<file path="src/rtl/opt_readout_scanner.sv">
`timescale 1ns/1ps
// opt_readout_scanner: steps the detector mux over NUM_CH channels and averages 2^LOG2_SAMP ADC samples per channel.
// Optional feature macro THRESH_FLAG_EN adds a thresh input and a res_hit flag (res_data >= thresh).
module opt_readout_scanner #(
    parameter int NUM_CH     = 8,
    parameter int DATA_W     = 12,
    parameter int LOG2_SAMP  = 2,
    parameter int SETTLE_CYC = 16
) (
    input  logic                      clk,
    input  logic                      rst,
    input  logic                      start,
    output logic                      busy,
    output logic                      done,
    output logic [$clog2(NUM_CH)-1:0] ch_sel,
    output logic                      adc_req,
    input  logic                      adc_valid,
    input  logic [DATA_W-1:0]         adc_data,
`ifdef THRESH_FLAG_EN
    input  logic [DATA_W-1:0]         thresh,
    output logic                      res_hit,
`endif
    output logic                      res_valid,
    input  logic                      res_ready,
    output logic [$clog2(NUM_CH)-1:0] res_ch,
    output logic [DATA_W-1:0]         res_data
);

    localparam int CH_W  = $clog2(NUM_CH);
    localparam int ACC_W = DATA_W + LOG2_SAMP;
    localparam int SC_W  = LOG2_SAMP + 1;
    localparam int CNT_W = (SETTLE_CYC > 1) ? $clog2(SETTLE_CYC) : 1;

    localparam logic [SC_W-1:0]  LAST_SAMP   = SC_W'((1 << LOG2_SAMP) - 1);
    localparam logic [CNT_W-1:0] SETTLE_LOAD = CNT_W'(SETTLE_CYC - 1);
    localparam logic [CH_W-1:0]  LAST_CH     = CH_W'(NUM_CH - 1);

    typedef enum logic [2:0] {IDLE, SETTLE, REQ, WAIT, EMIT, FIN} state_t;

    state_t            state, state_nxt;
    logic [CNT_W-1:0]  settle_cnt;
    logic [SC_W-1:0]   samp_cnt;
    logic [ACC_W-1:0]  acc_p0;
    logic [ACC_W-1:0]  acc_sum_p0;
    logic [DATA_W-1:0] avg_p0;
    logic [DATA_W-1:0] res_data_p1;
    logic [CH_W-1:0]   res_ch_p1;
    logic              load_settle, clr_acc, add_samp, latch_res, ch_inc, ch_clr;

    function automatic logic [DATA_W-1:0] avg_trunc(input logic [ACC_W-1:0] sum);
        avg_trunc = DATA_W'(sum >> LOG2_SAMP);
    endfunction

    assign acc_sum_p0 = acc_p0 + ACC_W'(adc_data);
    assign avg_p0     = avg_trunc(acc_sum_p0);

    always_ff @(posedge clk) begin
        if (rst) state <= IDLE;
        else     state <= state_nxt;
    end

    always_comb begin
        state_nxt   = state;
        busy        = 1'b0;
        done        = 1'b0;
        adc_req     = 1'b0;
        res_valid   = 1'b0;
        load_settle = 1'b0;
        clr_acc     = 1'b0;
        add_samp    = 1'b0;
        latch_res   = 1'b0;
        ch_inc      = 1'b0;
        ch_clr      = 1'b0;
        case (state)
            IDLE: begin
                if (start) begin
                    ch_clr      = 1'b1;
                    clr_acc     = 1'b1;
                    load_settle = 1'b1;
                    state_nxt   = SETTLE;
                end
            end
            SETTLE: begin
                busy = 1'b1;
                if (settle_cnt == '0) state_nxt = REQ;
            end
            REQ: begin
                busy      = 1'b1;
                adc_req   = 1'b1;
                state_nxt = WAIT;
            end
            WAIT: begin
                busy = 1'b1;
                if (adc_valid) begin
                    add_samp = 1'b1;
                    if (samp_cnt == LAST_SAMP) begin
                        latch_res = 1'b1;
                        state_nxt = EMIT;
                    end else begin
                        state_nxt = REQ;
                    end
                end
            end
            EMIT: begin
                busy      = 1'b1;
                res_valid = 1'b1;
                if (res_ready) begin
                    if (ch_sel == LAST_CH) begin
                        state_nxt = FIN;
                    end else begin
                        ch_inc      = 1'b1;
                        clr_acc     = 1'b1;
                        load_settle = 1'b1;
                        state_nxt   = SETTLE;
                    end
                end
            end
            FIN: begin
                done      = 1'b1;
                state_nxt = IDLE;
            end
            default: state_nxt = IDLE;
        endcase
    end

    // stage 0: channel select, settle timing and sample accumulation
`ifdef THRESH_FLAG_EN
    logic [DATA_W-1:0] thresh_q;
`endif
    always_ff @(posedge clk) begin
        if (rst) begin
            ch_sel     <= '0;
            settle_cnt <= '0;
            samp_cnt   <= '0;
            acc_p0     <= '0;
`ifdef THRESH_FLAG_EN
            thresh_q   <= '0;
`endif
        end else begin
            if (ch_clr)      ch_sel <= '0;
            else if (ch_inc) ch_sel <= ch_sel + 1'b1;

            if (load_settle)
                settle_cnt <= SETTLE_LOAD;
            else if (state == SETTLE && settle_cnt != '0)
                settle_cnt <= settle_cnt - 1'b1;

            if (clr_acc) begin
                acc_p0   <= '0;
                samp_cnt <= '0;
            end else if (add_samp) begin
                acc_p0   <= acc_sum_p0;
                samp_cnt <= samp_cnt + 1'b1;
            end
`ifdef THRESH_FLAG_EN
            if (ch_clr) thresh_q <= thresh;
`endif
        end
    end

    // stage 1: result registers, frozen from EMIT entry until the handshake
`ifdef THRESH_FLAG_EN
    logic hit_p1;
`endif
    always_ff @(posedge clk) begin
        if (rst) begin
            res_data_p1 <= '0;
            res_ch_p1   <= '0;
`ifdef THRESH_FLAG_EN
            hit_p1      <= 1'b0;
`endif
        end else if (latch_res) begin
            res_data_p1 <= avg_p0;
            res_ch_p1   <= ch_sel;
`ifdef THRESH_FLAG_EN
            hit_p1      <= (avg_p0 >= thresh_q);
`endif
        end
    end

    assign res_data = res_data_p1;
    assign res_ch   = res_ch_p1;
`ifdef THRESH_FLAG_EN
    assign res_hit  = hit_p1 & res_valid;
`endif

endmodule

</file>
<file path="config.mk">
export PLATFORM = sky130hd
export DESIGN_NAME = opt_readout_scanner
export DESIGN_NICKNAME = d
export VERILOG_FILES = /design/src/rtl/opt_readout_scanner.sv
export SDC_FILE = /design/constraint.sdc
export NUM_CORES = 1
export LEC_CHECK = 0
export ABC_AREA = 1
export CORE_MARGIN = 4
export CORE_UTILIZATION = 51
export CTS_BUF_LIST = sky130_fd_sc_hd__clkbuf_4 sky130_fd_sc_hd__clkbuf_8
export DETAILED_ROUTE_END_ITERATION = 12
export PLACE_DENSITY = 0.83
export SLEW_MARGIN = 10
export SYNTH_ARGS = -nofsm -noshare
export SYNTH_HDL_FRONTEND = slang
export SYNTH_SLANG_ARGS = --single-unit
</file>
<file path="constraint.sdc">
create_clock -name clk -period 1.8 [get_ports clk]
set_input_delay 0.18 -clock clk [delete_from_list [all_inputs] [get_ports clk]]
set_output_delay 0.18 -clock clk [all_outputs]
set_load 0.05 [all_outputs]
</file>
==> impl_metrics.py, run 1 <==
metrics = {
    "status": {
        "run_status": "complete, no violations",
    },
    "global_routing": {
        "globalRouteTotalUtil_pct": 19.66,
        "grt_pass1_vias": 2442,
        "grt_max_degree": 18,
        "grt_first_pass_wirelength_mm": 10.16,
        "global_route.overflow_total": 0,
        "antenna_found_initial": 0,
    },
    "drt": {
        "route.final.wire_length_mm": 6.320,
        "routedWlPerCell_um": 11.53,
        "dr.first_iter.drc_count": 177,
        "via_count": 2652,
        "firstDrtPassIters": 4,
        "viasPerCell": 4.839,
        "detail-route-antenna-nets": 0,
        "remaining_drc_errors": 0,
    },
    "final_layout": {
        "final_layout_size_suffix_gt1_share_pct": 16.74,
        "antenna_cells_inserted": 0,
        "layout.core_utilization_pct": 69.08,
        "layout-area-overhead-vs-synth_pct": 30.80,
        "finalNetCount": 512,
    },
    "timing": {
        "timing.max_slew.rel_slack_pct": 65.68,
        "final_report_setup_violation_count": 0,
        "final_max_slew_viol_count": 0,
        "final-hold-violation-count": 0,
        "final.period_utilization_pct": 97.43,
        "maxClockFrequency_mhz": 570.2,
        "grt_setup_unrepaired": "yes",
        "fin_skew_ps": 10.57,
        "holdWs_ps": 377.0,
        "final_min_period_ps": 1754,
        "slew_worst_pin_ps": 513.1,
        "fin_ws_ps": 46.29,
    },
    "synth": {
        "async_flop_share_pct": 0,
        "synth_top_family_by_area": "simple AND/OR/NAND/NOR gates",
        "postSynthAreaPerCell_um2": 6.563,
        "postSynthRegisterBits": 42,
        "synth_sequential_area_ratio_pct": 31.17,
        "synth_simple_gate_area_share_pct": 32.88,
        "synth_largest_area_cell": "sky130_fd_sc_hd__dfxtp_1",
        "synth.yosys.warnings": 0,
        "synth.cells.most_frequent": "109 x sky130_fd_sc_hd__nand2_1, 82 x sky130_fd_sc_hd__inv_1, 42 x sky130_fd_sc_hd__dfxtp_1",
        "postSynth.topFlopCell": "sky130_fd_sc_hd__dfxtp_1",
        "top_count_cell_post_synth": "sky130_fd_sc_hd__nand2_1",
        "synthDistinctLibCells": 40,
        "mappedNetlistArea_um2": 2698,
        "synth_top_area_share_pct": 31.17,
        "share_of_cell_area_taken_by_muxes_after_synthesis_pct": 0,
        "synth_enable_flop_cells": 0,
        "top_cells_by_area_in_the_synthesized_netlist": "sky130_fd_sc_hd__dfxtp_1 31%, sky130_fd_sc_hd__nand2_1 15%, sky130_fd_sc_hd__inv_1 11%",
        "syn_nets": 446,
        "synth_fa_ha_area_share_pct": 8.627,
        "postSynthCellCount": 411,
        "post_synth_xor_area_fraction_pct": 1.623,
        "compound_cell_area_share_of_the_yosys_netlist_pct": 11.55,
    },
    "setup_path": {
        "worst-r2r-setup-slack_ps": 60,
        "worstPathCellList": "nor2_2 > nand2_1 > inv_2 > or4_4 > buf_8",
        "timing.critical_path.max_delay_family": "simple AND/OR/NAND/NOR gates",
        "worst-path-max-fanout": 4,
        "crit_slowest_cell": "sky130_fd_sc_hd__or4_4",
        "cp.buffers_inverters": 2,
        "worst_ep_arrival_time_ps": 1570,
        "startpoint_type": "register",
        "critical_path.endpoint_type": "output pin",
        "criticalPathCategory": "reg2out",
        "slowest_delay_ps": 520,
        "timing.critical_path.required_ps": 1620,
    },
    "clock_tree": {
        "tritoncts_num_sinks": 42,
        "tritoncts": "yes",
        "tritoncts.num_buffers": 5,
        "clockRootBuffer": "sky130_fd_sc_hd__clkbuf_8",
        "clock_edge_transition_at_the_registers_on_the_reported_setup_and_hold_paths_ps": 90,
        "cts.path.max_buffers": 2,
        "clk-insertion-delay-late_ps": 290,
        "clock_tree.htree_level_count": 2,
    },
    "flow_run": {
        "max-cap-violations": 0,
    },
    "power_and_ir_drop": {
        "vdd.ir_drop.worst_uv": 352.5,
        "cellPowerDensity_nw_per_um2": 580.6,
        "report.power.total_uw": 2049,
        "cellLeakagePower_uw": 0.001836,
    },
    "die": {
        "initial_utilization_pct": 52.82,
        "core.rowCount": 26,
        "ios": 39,
        "die_width_um": 80.73,
        "die_h_um": 80.73,
        "die_area_um2": 6517,
        "fp.coreArea_um2": 5107,
    },
    "placed_design": {
        "dp_hpwl_mm": 5.005,
        "pre_cts_slack_ps": -338.1,
        "weighted_congestion_at_the_end_of_routability_driven_global_placement": 0.8648,
        "placement.io_buffers": 38,
    },
    "min_path": {
        "min_path_type": "in2reg",
    },
}
==> per-stage QoR <==
step	instances	instance area, µm²	TNS (ps)
2_1_floorplan	411	2703	0
3_3_place_gp	534	3317	-3115
3_5_place_dp	534	3317	-4222
4_1_cts	542	3428	-8.802
5_1_grt	548	3528	-59.96
6_report	548	3528	0
==> final timing paths <==
| kind | to | cells past startpoint | startpoint |
|---|---|---|---|
| worst max-delay path | busy | 5 | state[1] |
| worst min-delay path | acc_p0[0] | 6 | adc_data[0] |
| worst max register to register | acc_p0[8] | 12 | acc_p0[0] |
| worst min register to register | settle_cnt[0] | 2 | settle_cnt[0] |
==> routing by layer <==
layer	GRT usage [%]	up-vias	share of wire [%]
li1	-	1395	-
met1	24.09	1202	45
met2	36.18	49	50
met3	2.772	6	3.9
met4	4.730	0	0.90
met5	0	-	0
==> sequential cells by signal, summed over array words and instances (netlist names) <==
name,cells
ch_sel,3
state,3
res_data,12
samp_cnt,3
settle_cnt,4
acc_p0,14
res_ch,3
==> tightest hold or removal path: stages <==
cell and delay [ps]:
sky130_fd_sc_hd__dlymetal6s2s_1 150, sky130_fd_sc_hd__ha_4 140, sky130_fd_sc_hd__nand2_1 40, sky130_fd_sc_hd__nand2_1 50, sky130_fd_sc_hd__nand2_1 40, sky130_fd_sc_hd__inv_1 40
==> layout by cell type (no fill, tap or decap), drive strengths merged, types with 2 or more instances in the layout <==
cell type / n
nand3: 28
dfxtp: 42
nand2: 111
clkbuf: 6
xnor2: 4
a21oi: 23
o21ai: 18
o21a: 6
nand4: 3
buf: 33
inv: 86
clkinv: 2
clkdlybuf4s50: 33
ha: 17
nor2: 46
a211oi: 2
or2: 4
nor3: 2
nand3b: 3
==> cell families (layout without fill, tap and decap cells) <==
kind of cell	Yosys count	after routing
buf+inv	95	162
simple gates	198	198
compound gates	53	53
fa+ha+maj	18	18
xor+xnor	5	5
flops	42	42
==> area by class of cell <==
class                   instances  area, µm²
clock buffers                   6      82.58
clock inverters                 2      12.51
fillers                       431       1579
inverters                      87      327.8
multi-input cells             274       1529
flip-flops and latches         42      853.3
well taps                      70      87.58
repair buffers                 67      635.6
==> repair_timing <==
action                                  4_1_cts  5_1_grt
gates resized for setup                       7       17
cloned                                        0        0
pin swaps                                     0        6
endpoints found under the setup margin        3        7
buffers inserted                              0        6
hold buffers                                  0        0
==> where the power goes <==
part,switching [µW],internal (µW)
Clock,322,308
Combinational,249,191
Sequential,21.0,957
Total,592,1460
No activity file was read; power rests on OpenSTA's default activity.
==> inputs of run 2 (changes only) <==
--- a/config.mk
+++ b/config.mk
@@ -7,10 +7,11 @@
 export LEC_CHECK = 0
 export ABC_AREA = 1
 export CORE_MARGIN = 4
-export CORE_UTILIZATION = 51
+export CORE_UTILIZATION = 61
 export CTS_BUF_LIST = sky130_fd_sc_hd__clkbuf_4 sky130_fd_sc_hd__clkbuf_8
 export DETAILED_ROUTE_END_ITERATION = 12
-export PLACE_DENSITY = 0.83
+export PLACE_DENSITY = 0.92
+export REMOVE_ABC_BUFFERS = 1
 export SLEW_MARGIN = 10
 export SYNTH_ARGS = -nofsm -noshare
 export SYNTH_HDL_FRONTEND = slang
==> constraint.sdc (replaced) <==
create_clock -name clk -period 2.05 [get_ports clk]
set_input_delay 0.205 -clock clk [delete_from_list [all_inputs] [get_ports clk]]
set_output_delay 0.205 -clock clk [all_outputs]
set_load 0.05 [all_outputs]
==> run 2 against run 1 <==
Critical path depth unchanged. Die area down 15%. Via count down 2.2%. Core utilization up 8.5 points. Non-clock buffer count down 23. Clock skew down 3.3 ps. Global-route usage up 5.0 points. Final area down 8.8%. Worst setup slack better by 100 ps. Critical path type unchanged. Total power down 13%.
==> impl_metrics.py, run 2 (synthesis gave the netlist of run 1 again) <==
metrics = {
    "status": {
        "run_status": "complete, no violations",
    },
    "final_layout": {
        "antenna_cells_inserted": 0,
        "finalNetCount": 489,
        "mostFrequentLayoutCell": "sky130_fd_sc_hd__nand2_1",
        "final_layout_size_suffix_gt1_share_pct": 9.231,
        "registers.top_by_ff_count": "acc_p0",
        "multi_input_area_um2": 1475,
        "mostFrequentLayoutCells": "109 x sky130_fd_sc_hd__nand2_1, 82 x sky130_fd_sc_hd__inv_1, 42 x sky130_fd_sc_hd__dfxtp_1, 39 x sky130_fd_sc_hd__nor2_1, 34 x sky130_fd_sc_hd__clkdlybuf4s50_1",
        "largest_register_ff_count": 14,
        "layout-area-overhead-vs-synth_pct": 19.25,
        "sequential_cell_area_um2": 840.8,
        "fillers": 326,
    },
    "clock_tree": {
        "tritoncts.num_buffers": 5,
        "clockRootBuffer": "sky130_fd_sc_hd__clkbuf_8",
        "clk-insertion-delay-late_ps": 300,
        "post_cts.resized_instances": 0,
        "post_cts.repair.setup_buffers": 0,
        "holdBufCountCts": 0,
        "clock_tree.htree_level_count": 2,
        "tritoncts_num_sinks": 42,
        "cts.path.max_buffers": 2,
        "clock_edge_transition_at_the_registers_on_the_reported_setup_and_hold_paths_ps": 80,
        "tritoncts": "yes",
    },
    "flow_run": {
        "max-cap-violations": 0,
    },
    "drt": {
        "remaining_drc_errors": 0,
        "dr.first_iter.drc_count": 143,
        "firstDrtPassIters": 4,
        "viasPerCell": 5.135,
        "routedWlPerCell_um": 12.48,
        "detail-route-antenna-nets": 0,
        "route.final.wire_length_mm": 6.301,
        "via_count": 2593,
    },
    "min_path": {
        "min_path_type": "reg2reg",
    },
    "placed_design": {
        "dp_hpwl_mm": 4.644,
        "placement.io_buffers": 38,
        "weighted_congestion_at_the_end_of_routability_driven_global_placement": 0.8738,
    },
    "setup_path": {
        "criticalPathCategory": "reg2out",
        "timing.critical_path.required_ps": 1850,
        "startpoint_type": "register",
        "critical_path.endpoint_type": "output pin",
        "worst-path-max-fanout": 5,
        "worst_ep_arrival_time_ps": 1700,
        "crit_slowest_cell": "sky130_fd_sc_hd__or4_1",
        "slowest_delay_ps": 490,
        "worstPathCellList": "nor2_1 > nand2_1 > inv_2 > or4_1 > buf_4",
    },
    "die": {
        "fp.coreArea_um2": 4144,
        "initial_utilization_pct": 65.10,
        "die_width_um": 74.50,
        "ios": 39,
        "die_area_um2": 5550,
        "core.rowCount": 23,
        "die_h_um": 74.50,
    },
    "timing": {
        "final_min_period_ps": 1901,
        "final.period_utilization_pct": 92.74,
        "final-hold-violation-count": 0,
        "slew_worst_pin_ps": 502.8,
        "final_max_slew_viol_count": 0,
        "finalSetupTns_ps": 0,
        "final_report_setup_violation_count": 0,
        "fin_skew_ps": 7.229,
        "grt_setup_unrepaired": "no",
        "timing.max_slew.rel_slack_pct": 66.38,
        "holdWs_ps": 485.7,
        "maxClockFrequency_mhz": 526.0,
    },
    "global_routing": {
        "grt_first_pass_wirelength_mm": 10.74,
        "globalRouteTotalUtil_pct": 24.63,
        "global_route.overflow_total": 0,
        "antenna_found_initial": 0,
        "grt_max_degree": 27,
        "grt_pass1_vias": 2520,
    },
    "power_and_ir_drop": {
        "cellLeakagePower_uw": 0.001698,
        "vdd.ir_drop.worst_uv": 359.5,
        "cellPowerDensity_nw_per_um2": 551.5,
    },
}
-- run 2: routing by layer --
metal  global-route usage, %  up-vias  share of wire, %
met5                       0        -                 0
met4                   9.881        0               1.4
met3                   5.270       10               6.4
met2                   42.83       85                49
met1                   29.42     1146                43
li1                        -     1352                 -
-- run 2: cell type report --
type                       instances  share of cell area, %
clock buffer                       7                  2.800
multi-input combinational        274                  45.86
inverter                          87                  10.19
sequential                        42                  26.14
clock inverter                     1                 0.1556
timing repair buffer              44                  12.91
tap                               50                  1.945
-- run 2: path summary, 6_finish.rpt --
kind                      start            end  slack [ps]  depth (start not counted)
setup reg to reg      acc_p0[0]    res_data[6]         230                         11
hold / removal    settle_cnt[0]  settle_cnt[0]         490                          2
hold reg to reg   settle_cnt[0]  settle_cnt[0]         490                          2
setup / recovery       state[0]           busy         150                          5
-- run 2: worst max-delay path: cells and delay by family, from the launching register on --
family,cells,cell delay [ps]
simple gates,3,710
buf+inv,2,270
flops,1,420
-- run 2: where the power goes --
part	total, µW	leakage [µW]	switching, µW	internal [µW]
sequential	858	0.000340	18.3	840
clock	583	0.0000517	298	286
combinational	333	0.00131	206	127
-- run 2: metrics by stage --
step | instances | util [%] | total power (µW) | setup WS [ps] | instance area, µm²
after CTS | 505 | 77.63 | 1772 | 158.6 | 3217
after floorplan | 403 | - | 1098 | -271.7 | 2644
after detailed placement | 497 | 75.33 | 1203 | -76.00 | 3122
after global placement | 497 | 75.33 | 1190 | -34.54 | 3122
final | 505 | 77.63 | 1774 | 148.8 | 3217
after global routing | 505 | 77.63 | 1842 | 58.97 | 3217
